===== config.mk =====
export PLATFORM = sky130hd
export DESIGN_NAME = axis_tg_synth
export DESIGN_NICKNAME = d
export VERILOG_FILES = /design/src/rtl/axis_tg_synth.sv
export SDC_FILE = /design/constraint.sdc
export NUM_CORES = 2
export LEC_CHECK = 0
export CAP_MARGIN = 20
export CELL_PAD_IN_SITES_DETAIL_PLACEMENT = 1
export CELL_PAD_IN_SITES_GLOBAL_PLACEMENT = 2
export CORE_ASPECT_RATIO = 0.7
export CORE_UTILIZATION = 30
export CTS_BUF_LIST = sky130_fd_sc_hd__clkbuf_8
export CTS_CLUSTER_DIAMETER = 40
export DETAILED_ROUTE_END_ITERATION = 8
export GPL_ROUTABILITY_DRIVEN = 0
export GPL_TIMING_DRIVEN = 0
export PLACE_DENSITY_LB_ADDON = 0.15
export SYNTH_ARGS = -nofsm -noshare
export SYNTH_HDL_FRONTEND = slang
export SYNTH_SLANG_ARGS = --single-unit

===== constraint.sdc =====
create_clock -name clk -period 10.5 [get_ports clk]
set_input_delay 2.1 -clock clk [delete_from_list [all_inputs] [get_ports clk]]
set_output_delay 2.1 -clock clk [all_outputs]
set_load 0.05 [all_outputs]

===== src/rtl/axis_tg_synth.sv =====
// AXI-Stream traffic generator: Bernoulli-load single-flit packets to LFSR-random
// destinations, each flit stamped with a timestamp and a per-destination sequence number.
module axis_tg_synth #(
    parameter logic [15:0] SEED        = 16'd1,
    parameter int unsigned COUNT_WIDTH = 32,
    parameter int unsigned TID         = 0,
    parameter int unsigned TDATA_WIDTH = 64,
    parameter int unsigned TDEST_WIDTH = 4,
    parameter int unsigned TID_WIDTH   = 4,
    parameter int unsigned NUM_ROUTERS = 16
) (
    input  logic                                    clk,
    input  logic                                    rst_n,
    input  logic [15:0]                             load,
    input  logic [COUNT_WIDTH-1:0]                  num_packets,
    input  logic                                    start,
    input  logic [TDATA_WIDTH/2-1:0]                ticks,
    output logic                                    done,
    output logic [NUM_ROUTERS-1:0][COUNT_WIDTH-1:0] sent_packets,
    output logic [COUNT_WIDTH-1:0]                  total_sent_packets,
    output logic                                    axis_out_tvalid,
    input  logic                                    axis_out_tready,
    output logic [TDATA_WIDTH-1:0]                  axis_out_tdata,
    output logic                                    axis_out_tlast,
    output logic [TID_WIDTH-1:0]                    axis_out_tid,
    output logic [TDEST_WIDTH-1:0]                  axis_out_tdest
);

    localparam int unsigned HALF = TDATA_WIDTH / 2;
    localparam logic [15:0] SEED_LOAD = (SEED == 16'd0) ? 16'd1 : SEED;
    localparam logic [15:0] SEED_MIX  = SEED_LOAD ^ 16'hACE1;
    localparam logic [15:0] SEED_DEST = (SEED_MIX == 16'd0) ? 16'd1 : SEED_MIX;

    typedef enum logic [1:0] {StIdle, StRun, StDrain, StDone} state_e;

    // Galois LFSR x^16+x^14+x^13+x^11+1; a nonzero state never reaches zero.
    function automatic logic [15:0] lfsr_step(input logic [15:0] x);
        lfsr_step = {1'b0, x[15:1]} ^ (x[0] ? 16'hB400 : 16'h0000);
    endfunction

    state_e                                 state_q, state_d;
    logic [COUNT_WIDTH-1:0]                 target_q, target_d;
    logic [COUNT_WIDTH-1:0]                 gen_q, gen_d;
    logic [COUNT_WIDTH-1:0]                 pend_q, pend_d;
    logic [15:0]                            lfsr_load_q, lfsr_load_d;
    logic [15:0]                            lfsr_dest_q, lfsr_dest_d;
    logic                                   done_q, done_d;
    logic                                   valid_q, valid_d;
    logic [TDATA_WIDTH-1:0]                 data_q, data_d;
    logic [TDEST_WIDTH-1:0]                 dest_q, dest_d;
    logic [NUM_ROUTERS-1:0][COUNT_WIDTH-1:0] cnt_q, cnt_d;
    logic [COUNT_WIDTH-1:0]                 total_q, total_d;

    logic                   accept;
    logic                   load_flit;
    logic                   gen_fire;
    logic [TDEST_WIDTH:0]   dest_raw;
    logic [TDEST_WIDTH:0]   dest_fold;
    logic [TDEST_WIDTH-1:0] dest_sel;
    logic [COUNT_WIDTH-1:0] seq;

    assign accept    = valid_q & axis_out_tready;
    // The register refills whenever it is empty or being emptied this cycle.
    assign load_flit = (pend_q != '0) && (!valid_q || axis_out_tready);

    assign dest_raw  = {1'b0, lfsr_dest_q[TDEST_WIDTH-1:0]};
    assign dest_fold = (dest_raw >= (TDEST_WIDTH + 1)'(NUM_ROUTERS))
                     ? dest_raw - (TDEST_WIDTH + 1)'(NUM_ROUTERS) : dest_raw;
    assign dest_sel  = dest_fold[TDEST_WIDTH-1:0];

    // Per-destination counters; the sequence number reads the post-acceptance count so a
    // back-to-back flit to the same destination gets the next number.
    always_comb begin
        cnt_d   = cnt_q;
        total_d = total_q;
        seq     = '0;
        for (int i = 0; i < NUM_ROUTERS; i++) begin
            if (accept && (dest_q == TDEST_WIDTH'(i))) begin
                cnt_d[i] = cnt_q[i] + COUNT_WIDTH'(1);
            end
        end
        if (accept) begin
            total_d = total_q + COUNT_WIDTH'(1);
        end
        for (int i = 0; i < NUM_ROUTERS; i++) begin
            if (dest_sel == TDEST_WIDTH'(i)) begin
                seq = cnt_d[i];
            end
        end
    end

    // Run-control FSM: generation decisions and the registered done flag.
    always_comb begin
        state_d     = state_q;
        target_d    = target_q;
        gen_d       = gen_q;
        lfsr_load_d = lfsr_load_q;
        gen_fire    = 1'b0;
        unique case (state_q)
            StIdle: begin
                if (start) begin
                    target_d = num_packets;
                    gen_d    = '0;
                    state_d  = (num_packets == '0) ? StDone : StRun;
                end
            end
            StRun: begin
                lfsr_load_d = lfsr_step(lfsr_load_q);
                if ((lfsr_load_q < load) && (gen_q < target_q)) begin
                    gen_fire = 1'b1;
                    gen_d    = gen_q + COUNT_WIDTH'(1);
                end
                if (gen_d == target_q) begin
                    state_d = StDrain;
                end
            end
            StDrain: begin
                if ((pend_q == '0) && !valid_q) begin
                    state_d = StDone;
                end
            end
            StDone: begin
                if (!start) begin
                    state_d = StIdle;
                end
            end
            default: state_d = StIdle;
        endcase
        done_d = (state_d == StDone);
    end

    // Output register and pending-flit bookkeeping.
    always_comb begin
        valid_d     = valid_q;
        data_d      = data_q;
        dest_d      = dest_q;
        lfsr_dest_d = lfsr_dest_q;
        pend_d      = pend_q;
        if (load_flit) begin
            valid_d     = 1'b1;
            dest_d      = dest_sel;
            data_d      = {ticks, HALF'(seq)};
            lfsr_dest_d = lfsr_step(lfsr_dest_q);
        end else if (accept) begin
            valid_d = 1'b0;
        end
        if (gen_fire && !load_flit) begin
            pend_d = (&pend_q) ? pend_q : pend_q + COUNT_WIDTH'(1);
        end else if (!gen_fire && load_flit) begin
            pend_d = pend_q - COUNT_WIDTH'(1);
        end
    end

    // State registers with asynchronous clear.
    always_ff @(posedge clk or negedge rst_n) begin
        if (!rst_n) begin
            state_q     <= StIdle;
            target_q    <= '0;
            gen_q       <= '0;
            pend_q      <= '0;
            lfsr_load_q <= SEED_LOAD;
            lfsr_dest_q <= SEED_DEST;
            done_q      <= 1'b0;
            valid_q     <= 1'b0;
            data_q      <= '0;
            dest_q      <= '0;
            cnt_q       <= '0;
            total_q     <= '0;
        end else begin
            state_q     <= state_d;
            target_q    <= target_d;
            gen_q       <= gen_d;
            pend_q      <= pend_d;
            lfsr_load_q <= lfsr_load_d;
            lfsr_dest_q <= lfsr_dest_d;
            done_q      <= done_d;
            valid_q     <= valid_d;
            data_q      <= data_d;
            dest_q      <= dest_d;
            cnt_q       <= cnt_d;
            total_q     <= total_d;
        end
    end

    assign done               = done_q;
    assign sent_packets       = cnt_q;
    assign total_sent_packets = total_q;
    assign axis_out_tvalid    = valid_q;
    assign axis_out_tdata     = data_q;
    assign axis_out_tdest     = dest_q;
    assign axis_out_tlast     = 1'b1;
    assign axis_out_tid       = TID_WIDTH'(TID);

endmodule


# Yosys cells after proc, flatten, opt, wreduce, memory -nomap -nowiden

Cells that the tools add are included.

Output and inout bits: 619
Register bits after elaboration: 744
Bits of input ports: 84
Word-level logic and storage cells: 181

Order comparisons: 3
Bitwise operators: 3
Muxes and demuxes: 52
Eq/ne operators: 37
Add/subtract/negate cells: 21
Reduce and logical (&&, ||, !) cells: 38

Operators by type and width:

| operator                                                           | count |
|---|---|
| two-way mux 32 bit                                                 | 38 |
| adder 32 x 1 -> 32 bit (second input constant)                     | 19 |
| == test 4 bit (second input constant)                              | 16 |
| zero test 32 bit                                                   | 2 |
| one-hot mux 32 bit (2 select lines)                                | 1 |
| == test 32 bit                                                     | 1 |
| == test 4 x 3 -> 1 bit (second input constant)                     | 8 |
| less-than comparator 32 bit                                        | 1 |
| two-way mux 16 bit                                                 | 2 |
| AND reduction 32 bit                                               | 1 |
| nonzero test 32 bit                                                | 1 |
| subtractor 32 x 1 -> 32 bit (second input constant)                | 1 |
| bitwise XOR 15 x 16 -> 16 bit                                      | 2 |
| logical AND 1 bit                                                  | 21 |
| == test 4 x 2 -> 1 bit (second input constant)                     | 4 |
| less-than comparator 16 bit                                        | 1 |
| two-way mux 2 bit                                                  | 5 |
| == test 4 x 1 -> 1 bit (second input constant)                     | 2 |
| zero test 4 bit                                                    | 2 |
| one-hot mux 2 bit (4 select lines)                                 | 1 |
| == test 2 bit (second input constant)                              | 3 |
| AND reduction 2 bit                                                | 3 |
| nonzero test 2 bit                                                 | 3 |
| greater-or-equal comparator 4 x 5 -> 1 bit (second input constant) | 1 |
| other kinds (9)                                                    | 15 |

# Logic depth before layout (Yosys ltp)

Word-level depth: 19
Depth in mapped cells: 23
Gate-level depth less buffers: 22

# Least setup slack after synthesis

OpenSTA, ideal clock, no wires.

Kind: input port to flip-flop
Start point: input port load[14]
End point: register pend_q[31]
Path buffers: 0
Setup slack: 3359 ps
Setup time: 79 ps
Required time: 10421 ps
Arrival time: 7062 ps
Cell stages on the path: 21
Cell sequence: inv_1 ha_1 and3_4 a221o_1 a311oi_2 o211ai_2 nor2_4 nand2_1 nor2_1 nand2_1 ha_1 or3_1 o21bai_1 a311oi_1 o31ai_1 o211ai_1 o31a_1 o21ai_0 o41ai_1 mux2i_1 xor2_1

Longest elaborated chain between the ends: 8
Elaborated cells on any way between the ends: 11
Those cells by class: order compare (1); eq/ne (1); mux (3); reduce/logical (6)

Ends and longest elaborated chain:

| element                              | RTL line | text |
|---|---|---|
| from (decl)                          | 14       | `input logic [15:0] load,` |
| less-than comparator 16 bit (*)      | 109      | `if ((lfsr_load_q < load) && (gen_q < target_q)) begin` |
| logical AND 1 bit (*)                | 109      |  |
| two-way mux 1 bit (*)                | 109      |  |
| two-way mux 1 bit (*)                | 99       | `unique case (state_q)` |
| zero test 1 bit                      | 149      | `end else if (!gen_fire && load_flit) begin` |
| logical AND 1 bit                    | 149      |  |
| nonzero test 2 bit (no source line)  | n/a      |  |
| AND reduction 2 bit (no source line) | n/a      |  |
| to (signal assigned)                 | 173      | `pend_q <= pend_d;` |
| to (decl)                            | 44       | `logic [COUNT_WIDTH-1:0] pend_q, pend_d;` |

Every way passes the cells marked *; elsewhere a longest branch is shown, timed or not.
A chain may end at the register's enable or synchronous reset.

# Final worst setup path

Start point: input port axis_out_tready
End point: register pend_q[30]

Longest elaborated chain between the ends: 6
Elaborated cells on any way between the ends: 9
Those cells by class: eq/ne (1); mux (1); reduce/logical (7)

Ends and longest elaborated chain:

| element                                                                             | RTL line | text |
|---|---|---|
| from (decl)                                                                         | 22       | `input logic axis_out_tready,` |
| logical OR 1 bit (*)                                                                | 64       | `assign load_flit = (pend_q != '0) && (!valid_q \|\| axis_out_tready);` |
| logical AND 1 bit (*)                                                               | 64       |  |
| zero test 1 bit                                                                     | 147      | `if (gen_fire && !load_flit) begin` |
| logical AND 1 bit                                                                   | 147      |  |
| inequality test 2 bit (no source line) / nonzero test 2 bit (equally long branches) | n/a      |  |
| AND reduction 2 bit (no source line)                                                | n/a      |  |

Marked as above.

==> metrics.json <==
{
  "status": "finished, final reports clean",
  "place.port_buffers": 697,
  "postRouteAntennaNets": 0,
  "timing.final.max_slew_violations": 0,
  "via_count": 37800,
  "reg_to_reg_startpoint": "pend_q[8]$_DFFE_PN0P_",
  "grt_antenna_before_repair": 12,
  "required_ns": 11.32,
  "routed_wl_um": 214000,
  "post-route-util_pct": 40.7,
  "dieWidth_um": 436,
  "num-nets-final": 5157,
  "worstSetupStartpoint": "axis_out_tready",
  "synth_flop_cell": "sky130_fd_sc_hd__dfrtp_1",
  "synth_area_sq_um": 39500,
  "ff2ff_path_depth": 20,
  "clock_latency_ns": 0.94,
  "cts.repair_timing.setup_buffer_count": 0,
  "max_cap_violations": 0,
  "worstPathBufferInverterCount": 7,
  "pwr_density_cell_nw_per_um2": 150,
  "crit_path_class": "primary input to register",
  "achievable-frequency_ghz": 0.119,
  "ys_seq_area_share_pct": 47.0,
  "pin_count_of_the_biggest_net_entering_global_routing": 112,
  "async_reset_ff_share_pct": 100,
  "clkTransAtPathRegs_ns": 0.06,
  "post-route-min-period_ns": 8.41,
  "post-dp-hpwl_um": 171000,
  "die-height_um": 305,
  "cts_tree": "yes",
  "die_area_sq_um": 133000,
  "grt.total_usage_pct": 31.5,
  "netSwitchingFraction_pct": 31.7,
  "slew_headroom_pct": 10.9,
  "synth_warnings": 0,
  "drt-vias-per-instance": 5.53,
  "yosys-top-cells-area": "sky130_fd_sc_hd__dfrtp_1 (46%), sky130_fd_sc_hd__xnor2_1 (9.1%), sky130_fd_sc_hd__nand2_1 (5.8%)",
  "stdcell_count": 6840,
  "grt_pass1_wl_um": 296000,
  "fin_setup_tns_ns": 0,
  "core_area_sq_um": 130000,
  "edff_count_synth": 0,
  "leading_area_contributor_after_synthesis": "sky130_fd_sc_hd__dfrtp_1",
  "placed_cells": 6547,
  "clock_tree.htree_level_count": 4,
  "cts-root-to-sink-buffers": 3,
  "clock-root-buffer": "sky130_fd_sc_hd__clkbuf_8",
  "clockPowerShare_pct": 42.7,
  "grt_setup_unrepaired": "no",
  "timing.final.setup_violations": 0,
  "post_cts_hold_fix_bufs": 0,
  "rrSetupSlack_ns": 2.85,
  "syn_inst": 4074,
  "cp_slowest_stage_delay_ns": 0.79,
  "hp-class": "register to register",
  "layout_worst_path_cycle_share_pct": 80.1,
  "pwr-share-comb_pct": 17.3,
  "netlist-cell-type-count": 109,
  "r2r-end": "pend_q[30]$_DFFE_PN0P_",
  "cts.sink_count": 741,
  "cts_made_buffers": 152,
  "crit_family": "buffers and inverters",
  "initial_core_utilization_pct": 30.5,
  "remaining_drc_errors": 0,
  "grt_remaining_overflow": 0,
  "post_drt_wl_per_cell_um": 31.3,
  "via_count_of_the_first_global_routing_pass": 37200,
  "yosys_register_bits": 741,
  "hold_viol": 0,
  "core.rowCount": 110,
  "final_layout_size_suffix_gt1_share_pct": 8.27,
  "ir_drop_mv": 0.111,
  "critical_path.slowest_cell": "sky130_fd_sc_hd__a2111oi_0",
  "cts_resized": 0,
  "path_max_fanout": 18,
  "fin_skew_ns": 0.0580,
  "power.sequential.fraction_pct": 40.0,
  "syn_avg_cell_area_sq_um": 9.69,
  "intPower_mw": 5.39,
  "cp_data_arrival_time_ns": 9.23,
  "detail_route.iter0.violations": 3698,
  "area_growth_syn_to_layout_pct": 33.6,
  "firstDrtPassIters": 7,
  "post-synth-top-area-fraction_pct": 46.5,
  "tightest_slew_ns": 1.32,
  "crit_path_cell_trace": "clkdlybuf4s50_1, buf_4, nand2b_1, o21ai_2, buf_8, clkbuf_1, buf_8, buf_2, nand2_1, buf_16, ha_1, nor2b_1, o21a_1, o31ai_1, a21oi_1, a2111oi_0, nor3_1, o21bai_1, a21boi_0, o21a_1, o31ai_1",
  "switchingPower_mw": 2.50,
  "pin_count": 703,
  "critPathCapture": "pend_q[30]$_DFFE_PN0P_",
  "number_of_logic_stages_on_the_critical_path_including_buffering": 21,
  "leakagePower_nw": 23.0,
  "critPathLaunchType": "primary input",
  "setup.worst_path.end_class": "register"
}
per-layer routing:
layer / track usage [%] / vias to the layer above / routed length (um)
met5: 0 / - / 27
met4: 13.4 / 4 / 9210
met3: 8.00 / 339 / 18500
met2: 43.9 / 1642 / 87800
met1: 45.6 / 19600 / 98500
li1: - / 16300 / -
cell families after synthesis:
logic type                 Yosys count  synth area share, %
and+or+nand+nor                   1706                 21.4
DFF                                741                 47.0
AOI/OAI and AO/OA                  623                 10.8
xor gates and xnor gates           605                 13.4
buffers and inverters              251                 2.62
adders and majority gates           96                 3.06
muxes                               50                 1.68
other                                2               0.0190
worst min-delay path: stages, from the launching register on:
cell and delay (ns):
sky130_fd_sc_hd__dfstp_2 0.36, sky130_fd_sc_hd__nand2_1 0.05, sky130_fd_sc_hd__nand2_1 0.04
worst min path at each step:
stage,from,endpoint,cells past startpoint
after CTS,lfsr_dest_q[7]$_DFFE_PN1P_,lfsr_dest_q[6]$_DFFE_PN1P_,2
after detailed placement,lfsr_dest_q[7]$_DFFE_PN1P_,lfsr_dest_q[7]$_DFFE_PN1P_,2
after global placement,lfsr_dest_q[7]$_DFFE_PN1P_,lfsr_dest_q[6]$_DFFE_PN1P_,2
after floorplan,lfsr_dest_q[6]$_DFFE_PN1P_,lfsr_dest_q[5]$_DFFE_PN1P_,2
final,lfsr_dest_q[7]$_DFFE_PN1P_,lfsr_dest_q[6]$_DFFE_PN1P_,2
after global routing,lfsr_dest_q[6]$_DFFE_PN1P_,lfsr_dest_q[6]$_DFFE_PN1P_,2
registers in the layout, summed over array words and instances (netlist names):
register            count
axis_out_tdest          1
total_sent_packets     32
gen_q                  32
axis_out_tvalid         1
target_q               32
axis_out_tdata         64
state_q                 2
lfsr_dest_q            16
sent_packets          512
done                    1
lfsr_load_q            16
pend_q                 32
cells in the final DEF, fill, tap and decap left out, drive strengths merged, types with 21 or more instances in the layout:
cell type      instances
o21ai                166
and4                  40
nor4                  57
or3                   21
a22oi                 47
nor3                  70
nand3                225
clkbuf               305
a221oi                39
xnor2                411
and2                  35
a21o                  28
ha                    95
dfrtp                733
buf                   81
a21oi                105
xor2                 194
and3                 109
nand4                170
nand2                609
nor2                 293
inv                  151
clkdlybuf4s50        696
a31oi                 30
cells in the mapped netlist, types with 14 or more instances:
cell and number:
sky130_fd_sc_hd__dfrtp_1 733, sky130_fd_sc_hd__nand2_1 609, sky130_fd_sc_hd__xnor2_1 411, sky130_fd_sc_hd__nor2_1 287, sky130_fd_sc_hd__nand3_1 224, sky130_fd_sc_hd__xor2_1 194
sky130_fd_sc_hd__nand4_1 168, sky130_fd_sc_hd__o21ai_0 163, sky130_fd_sc_hd__clkbuf_1 108, sky130_fd_sc_hd__and3_1 107, sky130_fd_sc_hd__a21oi_1 105, sky130_fd_sc_hd__inv_1 105
sky130_fd_sc_hd__ha_1 95, sky130_fd_sc_hd__nor3_1 62, sky130_fd_sc_hd__nor4_1 48, sky130_fd_sc_hd__a22oi_1 47, sky130_fd_sc_hd__and4_1 40, sky130_fd_sc_hd__a221oi_1 39
sky130_fd_sc_hd__and2_1 34, sky130_fd_sc_hd__a31oi_1 30, sky130_fd_sc_hd__a21o_1 26, sky130_fd_sc_hd__mux2_2 20, sky130_fd_sc_hd__nand2b_1 20, sky130_fd_sc_hd__mux2i_1 19
sky130_fd_sc_hd__o31ai_1 19, sky130_fd_sc_hd__or3_1 19, sky130_fd_sc_hd__o211ai_1 18, sky130_fd_sc_hd__o22ai_1 17, sky130_fd_sc_hd__or2_2 16, sky130_fd_sc_hd__a22o_1 15
sky130_fd_sc_hd__a221o_1 14, sky130_fd_sc_hd__buf_4 14
power by group through the flow:
stage / Combinational (mW) / Clock, mW / Sequential, mW
3_5_place_dp: 1.36 / 0 / 3.21
5_1_grt: 1.48 / 3.56 / 3.18
4_1_cts: 1.37 / 3.44 / 3.16
3_3_place_gp: 1.32 / 0 / 3.21
2_1_floorplan: 0.700 / 0 / 3.34
6_report: 1.36 / 3.37 / 3.16
final cells by class:
cell class                 count  area (sq um)
timing repair buffer         746          7780
multi-input combinational   3085         19900
buffer                       146           644
clock inverter                76           607
antenna                       14          35.0
tap                         1736          2170
fill                       14600         76800
inverter                     105           394
sequential                   741         18600
clock buffer                 191          2630
stage by stage:
step,hold WS (ns),cell area [sq um],power [mW],worst slack [ns]
after floorplan,0.435,39500,4.04,3.36
after global placement,0.443,48600,4.54,-30.32
after detailed placement,0.453,49300,4.56,1.35
after CTS,0.453,52600,7.97,2.28
after global routing,0.478,52700,8.22,1.81
final,0.446,52700,7.89,2.09
(Power assumes the default switching activity.)
